## config.mk

```make
export PLATFORM = sky130hd
export DESIGN_NAME = daq_link_framer
export DESIGN_NICKNAME = d
export VERILOG_FILES = /design/src/rtl/daq_link_pkg.sv /design/src/rtl/daq_link_gap_ctr.sv /design/src/rtl/daq_link_framer.sv
export SDC_FILE = /design/constraint.sdc
export NUM_CORES = 1
export LEC_CHECK = 0
export BUFFER_PORTS_ARGS = -buffer_cell sky130_fd_sc_hd__buf_2
export CAP_MARGIN = 30
export CORE_MARGIN = 2
export CORE_UTILIZATION = 48
export DETAILED_ROUTE_END_ITERATION = 8
export PLACE_DENSITY = 0.72
export SYNTH_ARGS = -nofsm -noshare
export SYNTH_HDL_FRONTEND = slang
export SYNTH_SLANG_ARGS = --single-unit
```

## constraint.sdc

```tcl
create_clock -name clk_link -period 3.8 [get_ports clk_link]
set_input_delay 0.57 -clock clk_link [delete_from_list [all_inputs] [get_ports clk_link]]
set_output_delay 0.57 -clock clk_link [all_outputs]
set_load 0.01 [all_outputs]
```

## src/rtl/daq_link_pkg.sv

```systemverilog
// Shared constants, state encoding and word builders for the DAQ link framing.
// The CSUM state exists only when DAQ_LINK_FRAMER_CHECKSUM_EN is defined.
package daq_link_pkg;

    localparam logic [7:0]  K_COMMA   = 8'hBC;
    localparam logic [7:0]  K_SOE     = 8'hFB;
    localparam logic [7:0]  K_EOE     = 8'hFD;
    localparam logic [31:0] IDLE_WORD = 32'h505050BC;
    localparam logic [3:0]  IDLE_IS_K = 4'b0001;

    typedef enum logic [2:0] {
        ST_IDLE = 3'd0,
        ST_SOE  = 3'd1,
        ST_HDR  = 3'd2,
        ST_DATA = 3'd3,
`ifdef DAQ_LINK_FRAMER_CHECKSUM_EN
        ST_CSUM = 3'd4,
`endif
        ST_EOE  = 3'd5
    } state_e;

    function automatic logic [31:0] soe_word(input logic [7:0] id);
        return {16'h0000, id, K_SOE};
    endfunction

    function automatic logic [31:0] eoe_word(input logic [15:0] nwords);
        return {nwords, 8'h00, K_EOE};
    endfunction

endpackage

```

## src/rtl/daq_link_gap_ctr.sv

```systemverilog
// Saturating up-counter with synchronous clear; clear wins over increment.
module daq_link_gap_ctr #(
    parameter int WIDTH   = 4,
    parameter int SAT_VAL = 15,
    parameter int RST_VAL = 15
) (
    input  logic             clk_link,
    input  logic             reset,
    input  logic             i_inc,
    input  logic             i_clr,
    output logic [WIDTH-1:0] o_count
);

    localparam logic [WIDTH-1:0] SAT_V = WIDTH'(SAT_VAL);
    localparam logic [WIDTH-1:0] RST_V = WIDTH'(RST_VAL);

    logic [WIDTH-1:0] r_count;

    // Count up to the saturation value, clearing on request.
    always_ff @(posedge clk_link or posedge reset) begin
        if (reset) begin
            r_count <= RST_V;
        end else if (i_clr) begin
            r_count <= '0;
        end else if (i_inc && (r_count != SAT_V)) begin
            r_count <= r_count + WIDTH'(1);
        end else begin
            r_count <= r_count;
        end
    end

    assign o_count = r_count;

endmodule

```

## src/rtl/daq_link_framer.sv

```systemverilog
// DAQ link transmitter: frames payload events as SOE/HDR/data/[CSUM]/EOE on a
// 32-bit K-coded link, filling idle time with comma words.
// Optional checksum word: define DAQ_LINK_FRAMER_CHECKSUM_EN.
module daq_link_framer
    import daq_link_pkg::*;
#(
    parameter int IDLE_GAP     = 2,
    parameter int COMMA_PERIOD = 256
) (
    input  logic        clk_link,
    input  logic        reset,
    input  logic        enable,
    input  logic [7:0]  fpga_id,
    input  logic [31:0] s_data,
    input  logic        s_valid,
    input  logic        s_last,
    output logic        s_ready,
    output logic [31:0] link_data,
    output logic [3:0]  link_is_k,
    output logic        link_valid,
    output logic [15:0] event_count,
    output logic        busy
);

    localparam logic [3:0]  GAP_MIN   = 4'(IDLE_GAP);
    localparam logic [15:0] COMMA_MAX = 16'(COMMA_PERIOD);
    localparam logic        COMMA_ON  = (COMMA_PERIOD != 0);

    state_e      r_state;
    logic [31:0] r_link_data;
    logic [3:0]  r_link_is_k;
    logic        r_link_valid;
    logic        r_busy;
    logic [15:0] r_event_count;
    logic [7:0]  r_fpga_id;
    logic [15:0] r_nwords;
`ifdef DAQ_LINK_FRAMER_CHECKSUM_EN
    logic [31:0] r_sum;
`endif

    logic [3:0]  w_gap_cnt;
    logic [15:0] w_comma_cnt;
    logic        w_comma_due;
    logic        w_s_ready;
    logic        w_accept;
    logic        w_start;

    // Inter-event gap: grows while idling, cleared by EOE; starts saturated.
    daq_link_gap_ctr #(.WIDTH(4), .SAT_VAL(15), .RST_VAL(15)) u_gap_ctr (
        .clk_link (clk_link),
        .reset    (reset),
        .i_inc    (r_state == ST_IDLE),
        .i_clr    (r_state == ST_EOE),
        .o_count  (w_gap_cnt)
    );

    // Comma spacing: consecutive accepted words; stall idles leave it alone.
    daq_link_gap_ctr #(.WIDTH(16), .SAT_VAL(65535), .RST_VAL(0)) u_comma_ctr (
        .clk_link (clk_link),
        .reset    (reset),
        .i_inc    (w_accept),
        .i_clr    ((r_state != ST_DATA) || w_comma_due),
        .o_count  (w_comma_cnt)
    );

    // Ready depends only on registered state and counters.
    assign w_comma_due = COMMA_ON && (w_comma_cnt == COMMA_MAX);
    assign w_s_ready   = (r_state == ST_DATA) && !w_comma_due;
    assign w_accept    = s_valid && w_s_ready;
    assign w_start     = enable && s_valid && (w_gap_cnt >= GAP_MIN);

    // Framing FSM with registered link outputs.
    always_ff @(posedge clk_link or posedge reset) begin
        if (reset) begin
            r_state       <= ST_IDLE;
            r_link_data   <= IDLE_WORD;
            r_link_is_k   <= IDLE_IS_K;
            r_link_valid  <= 1'b0;
            r_busy        <= 1'b0;
            r_event_count <= 16'h0000;
            r_fpga_id     <= 8'h00;
            r_nwords      <= 16'h0000;
`ifdef DAQ_LINK_FRAMER_CHECKSUM_EN
            r_sum         <= 32'h0000_0000;
`endif
        end else begin
            r_link_valid <= 1'b1;
            case (r_state)
                ST_IDLE: begin
                    r_link_data <= IDLE_WORD;
                    r_link_is_k <= IDLE_IS_K;
                    r_busy      <= 1'b0;
                    r_fpga_id   <= fpga_id;
                    r_nwords    <= 16'h0000;
`ifdef DAQ_LINK_FRAMER_CHECKSUM_EN
                    r_sum       <= 32'h0000_0000;
`endif
                    if (w_start) begin
                        r_state <= ST_SOE;
                    end else begin
                        r_state <= ST_IDLE;
                    end
                end
                ST_SOE: begin
                    r_link_data <= soe_word(r_fpga_id);
                    r_link_is_k <= 4'b0001;
                    r_busy      <= 1'b1;
                    r_state     <= ST_HDR;
                end
                ST_HDR: begin
                    r_link_data <= {16'h0000, r_event_count};
                    r_link_is_k <= 4'b0000;
                    r_busy      <= 1'b1;
                    r_state     <= ST_DATA;
                end
                ST_DATA: begin
                    r_busy <= 1'b1;
                    if (w_accept) begin
                        r_link_data <= s_data;
                        r_link_is_k <= 4'b0000;
                        r_nwords    <= r_nwords + 16'd1;
`ifdef DAQ_LINK_FRAMER_CHECKSUM_EN
                        r_sum       <= r_sum + s_data;
`endif
                        if (s_last) begin
`ifdef DAQ_LINK_FRAMER_CHECKSUM_EN
                            r_state <= ST_CSUM;
`else
                            r_state <= ST_EOE;
`endif
                        end else begin
                            r_state <= ST_DATA;
                        end
                    end else begin
                        r_link_data <= IDLE_WORD;
                        r_link_is_k <= IDLE_IS_K;
                        r_state     <= ST_DATA;
                    end
                end
`ifdef DAQ_LINK_FRAMER_CHECKSUM_EN
                ST_CSUM: begin
                    r_link_data <= r_sum;
                    r_link_is_k <= 4'b0000;
                    r_busy      <= 1'b1;
                    r_state     <= ST_EOE;
                end
`endif
                ST_EOE: begin
                    r_link_data   <= eoe_word(r_nwords);
                    r_link_is_k   <= 4'b0001;
                    r_busy        <= 1'b1;
                    r_event_count <= r_event_count + 16'd1;
                    r_state       <= ST_IDLE;
                end
                default: begin
                    r_link_data <= IDLE_WORD;
                    r_link_is_k <= IDLE_IS_K;
                    r_busy      <= 1'b0;
                    r_state     <= ST_IDLE;
                end
            endcase
        end
    end

    assign s_ready     = w_s_ready;
    assign link_data   = r_link_data;
    assign link_is_k   = r_link_is_k;
    assign link_valid  = r_link_valid;
    assign event_count = r_event_count;
    assign busy        = r_busy;

endmodule

```

After elaboration in Yosys (flattened, before gate mapping) --
Cells that the tools add are included.
Operators by class: $add $sub $neg 4, magnitude comparators 1, equal/unequal tests 9, multiplexer cells 15, reduce and logical (&&, ||, !) cells 14
Operator list (count):
- case mux 32 bit (4 select lines) | 1
- adder 16 x 1 -> 16 bit (second input constant) | 3
- two-way mux 16 bit | 3
- two-way mux 32 bit | 1
- case mux 16 bit (2 select lines) | 1
- == test 16 x 9 -> 1 bit (second input constant) | 1
- != test 16 bit (second input constant) | 1
- case mux 3 bit (4 select lines) | 1
- two-way mux 4 bit | 2
- == test 3 x 2 -> 1 bit (second input constant) | 2
- logical AND 1 bit | 6
- two-way mux 3 bit | 2
- nonzero test 2 bit | 3
- adder 4 x 1 -> 4 bit (second input constant) | 1
- greater-or-equal comparator 4 x 2 -> 1 bit (second input constant) | 1
- != test 4 bit (second input constant) | 1
- OR reduction 4 bit | 1
- == test 3 x 1 -> 1 bit (second input constant) | 1
- == test 3 bit (second input constant) | 1
- zero test 3 bit | 1
- two-way mux 1 bit | 3
- != test 3 x 2 -> 1 bit (second input constant) | 1
- != test 2 x 1 -> 1 bit (second input constant) | 1
- case mux 1 bit (2 select lines) | 1
- other kinds (3) | 3
Word-level totals: flip-flop bits (word level) 101, output and inout port bits 55, word-level logic and storage cells 53

Depth between registers and ports, before layout --
word-level depth 7, depth in mapped cells 9, mapped depth without buffers 8

By module --
A second synthesis with hierarchy kept.
Unflattened totals: cells, all modules 439, area, all modules 4593.2 µm²
Modules (own cells, without submodules):
- daq_link_framer | times used 1, cells an instance 317, area an instance 3425.8 µm², seq. area each 1966.9 µm²
- daq_link_gap_ctr (u_comma_ctr) | times used 1, cells an instance 101, area an instance 932.1 µm², seq. area each 400.4 µm²
- daq_link_gap_ctr (u_gap_ctr) | times used 1, cells an instance 21, area an instance 235.2 µm², seq. area each 105.1 µm²

Least setup slack after synthesis --
Ideal clock, no wire load.
path kind register to register, start reg u_comma_ctr.r_count[0] (netlist: u_comma_ctr.o_count[0]), end reg r_nwords[13], arrival time 1975 ps, required time 3671 ps, path slack 1696 ps, stages on the path, launching flop included 10, path buffers 2, period minus slack after synthesis 2104 ps, cells stage by stage dfrtp_1 > inv_1 > ha_1 > nor4b_1 > and4_1 > buf_6 > or4_1 > buf_2 > o211ai_1 > o31ai_1
On the way: longest elaborated chain between the ends 6
Ends and longest elaborated chain:
- from (decl) | line daq_link_gap_ctr.sv:17 | logic [WIDTH-1:0] r_count;
- from (signal assigned) | line daq_link_gap_ctr.sv:26 | r_count <= r_count + WIDTH'(1);
- from (signal assigned) | line daq_link_gap_ctr.sv:28 | r_count <= r_count;
- == test 16 x 9 -> 1 bit | line daq_link_framer.sv:67 | assign w_comma_due = COMMA_ON && (w_comma_cnt == COMMA_MAX);
- zero test 1 bit | line daq_link_framer.sv:68 | assign w_s_ready = (r_state == ST_DATA) && !w_comma_due;
- logical AND 1 bit | line daq_link_framer.sv:68
- logical AND 1 bit | line daq_link_framer.sv:69 | assign w_accept = s_valid && w_s_ready;
- != test 2 x 1 -> 1 bit (no source line)
- AND reduction 2 bit (no source line)
- to (signal assigned) | line daq_link_framer.sv:121 | r_nwords <= r_nwords + 16'd1;
- to (decl) | line daq_link_framer.sv:36 | logic [15:0] r_nwords;
Every way passes these cells. A chain may end at the register's enable or synchronous reset.

Final worst setup path --
start reg u_comma_ctr.r_count[0] (netlist: u_comma_ctr.o_count[0]), end out s_ready
On the way: longest elaborated chain between the ends 3
Ends and longest elaborated chain:
- == test 16 x 9 -> 1 bit | line daq_link_framer.sv:67
- zero test 1 bit | line daq_link_framer.sv:68
- logical AND 1 bit | line daq_link_framer.sv:68
- to (decl) | line daq_link_framer.sv:17 | output logic s_ready,
Every way passes these cells.

==> impl_results.md <==
* First-pass GRT wire length at 17500 um
* Worst rel slew slack at 57.14%
* Die ar. at 10190 um^2
* Critical path class: reg2out
* CTS Buf Count at 9
* Slew at the pin with the worst max-slew slack at 0.6380 ns
* Die W at 100.9 um
* Clk Latency, worst-skew pair at 0.37 ns
* Largest net degree at the start of global routing at 55
* Vias in the first global route at 3470
* Worst Path Required at 3.23 ns
* N_diodes at 0
* Power Dens Cells at 594.1 nW/um^2
* CTS tree: yes
* Clock skew at 0.01585 ns
* Synth Cell Area at 4511 um^2
* Post-route ant nets at 0
* Gpl congestion at 0.8950
* Non-filler instance count after layout at 642
* Io pins at 100
* DP HPWL at 7571 um
* Slew Viols, Final at 0
* CTS resizes at 0
* WL/cell at 16.49 um
* Main flop type after synthesis: dfrtp_1
* Post-cts hold buffer count at 0
* Final wirelength at 10590 um
* Nets at 577
* Post-synthesis sequential area ratio at 54.81%
* Clock transition at path regs at 0.10 ns
* Hold Crit Class: in2async
* Yosys cell types at 54
* TNS Setup at 0 ns
* Minimum clock period at 3.072 ns
* Lkg Pwr at 2.538 nW
* Filler cell count in the final layout at 826
* Fin util at 57.24%
* Synth warn at 0
* Area of the multi-input gates at 1889 um^2
* Row cnt at 35
* Synth-to-layout area growth at 16.70%
* Total gr overflow at 0
* Vias at 3597
* Endpoint class of the critical path: primary output
* Share of cells above drive strength 1 at 26.74%
* Die height at 100.9 um
* Total global routing track utilization at 21.91%
* CTS root buffer: clkbuf_8
* Setup-failing EPs final at 0
* Clock sinks at 98
* H-tree depth at 3
* Final period util at 80.86%
* Max Clock Freq at 0.3255 GHz
* Max FO, Critical Path at 14
* FFs w/ async S/R, synth at 100.0%
* Storage cell area at 2472 um^2
* Largest buffer count on any clock path at 2
* Hold Fails Final Rpt at 0
* Synth Area per Inst at 10.42 um^2
* Vias per cell at 5.603
* Mapped Cells at 433
* RSZ-0062 raised after global routing: no
* FF+latch count, synth at 98
* Most frequent cells in the layout: buf_2, dfrtp_1, nand2_1
* Commonest non-fill, non-tap cell in the layout: buf_2
* Drt drc at 0
* MaxCap Viol Count at 0
* Initial antenna violation count at 1
* DRT iter0 DRCs at 170
* Post-CTS Setup Bufs at 0
* Startpoint types: flop
* Post-synth EDFFs at 0
* IO buf count at 96
* Status: finished, final reports clean
* DRT Pass-1 Iters at 5
* Initial Util at 49.05%
* CP arrival at 2.50 ns
* Dpl cells at 626
* Worst IR Drop VDD at 0.2843 mV
* Core area at 9196 um^2
[power breakdown]
part           internal [mW]  switching (mW)  total (mW)
clock network          0.243           0.384       0.627
registers               1.34           0.216        1.56
logic                  0.389           0.553       0.942
total                   1.97            1.15        3.13
[stage by stage]
step	instance area [um^2]	power [mW]	worst slack, ns	hold slack (ns)
2_1_floorplan	4518	2.153	0.6944	0.4450
3_3_place_gp	5077	2.475	1.283	0.4634
3_5_place_dp	5089	2.520	1.179	0.4679
4_1_cts	5264	3.147	0.7139	0.3155
5_1_grt	5264	3.342	0.5253	0.3516
6_report	5264	3.127	0.7275	0.2982
[layout make-up]
class,count,share of cell area (%)
multi-input cells,300,35.89
clock buffers,9,2.353
clock inverters,7,0.9746
flip-flops and latches,98,46.97
inverters,15,1.117
repair buffers,102,10.05
well taps,111,2.638
[layer usage]
layer	wire [um]	global-route usage (%)	up-vias
met5	0	0	-
met3	672	5.270	15
met2	4910	34.00	112
met1	4817	30.25	1756
li1	-	-	1714
met4	184	7.796	0
[registers in the layout, summed over array words and instances (netlist names)]
| register | count |
|---|---|
| busy | 1 |
| event_count | 16 |
| link_data | 32 |
| link_is_k | 1 |
| link_valid | 1 |
| r_fpga_id | 8 |
| r_nwords | 16 |
| r_state | 3 |
| u_comma_ctr.o_count | 16 |
| u_gap_ctr.o_count | 4 |
[worst max-delay path, cell delays in order, from the launching register on]
cell and delay, ns:
dfrtp_1 0.45, inv_1 0.12, ha_1 0.14, nor4b_1 0.29
and4_1 0.49, or2_0 0.16, buf_4 0.20, inv_1 0.13
buf_2 0.16
[cell families (layout without fill, tap and decap cells)]
logic type / after synthesis / count (layout) / synth area share, %
other cells: 2 / 4 / 0.1665
compound gates: 65 / 65 / 10.85
buf+inv: 37 / 133 / 3.634
fa+ha+maj: 6 / 6 / 1.664
xor+xnor: 36 / 36 / 6.990
simple gates: 183 / 183 / 20.53
flops: 98 / 98 / 54.81
mux: 6 / 6 / 1.359
[Yosys cell counts (all sizes together) (3+ instances only)]
cell,number,area [um^2]
nand3,16,80.08
nor4,6,37.54
xnor2,28,245.2
dfrtp,82,2052
or2,3,18.78
nor3,13,65.06
o21ai,8,43.79
a221o,3,30.03
o31ai,4,30.03
and3,6,37.54
a22o,12,105.1
dfstp,16,420.4
a21oi,9,45.04
clkbuf,13,48.80
o22ai,4,25.02
mux2i,5,50.05
buf,9,58.80
nand2,57,214.0
or3,5,31.28
a222oi,6,60.06
nand4,14,87.58
or4,3,22.52
xor2,8,70.07
nor4b,3,32.53
inv,15,56.30
nor2,40,150.1
nand2b,3,18.77
o211ai,8,60.06
ha,6,75.07
and4,5,43.79
[path summary, 6_finish.rpt]
path | cells after the start | to | slack, ns | startpoint
worst max-delay path | 8 | s_ready | 0.73 | u_comma_ctr.o_count[0]
worst min-delay path | 2 | u_comma_ctr.o_count[9] | 0.30 | reset
worst max register to register | 8 | link_data[13] | 1.32 | u_comma_ctr.o_count[0]
worst min register to register | 2 | r_fpga_id[6] | 0.50 | r_fpga_id[6]
max in group asynchronous | 3 | link_data[2] | 2.68 | reset
min in group clk_link | 3 | r_fpga_id[5] | 0.39 | fpga_id[5]
Power figures use the tool's default switching activity.
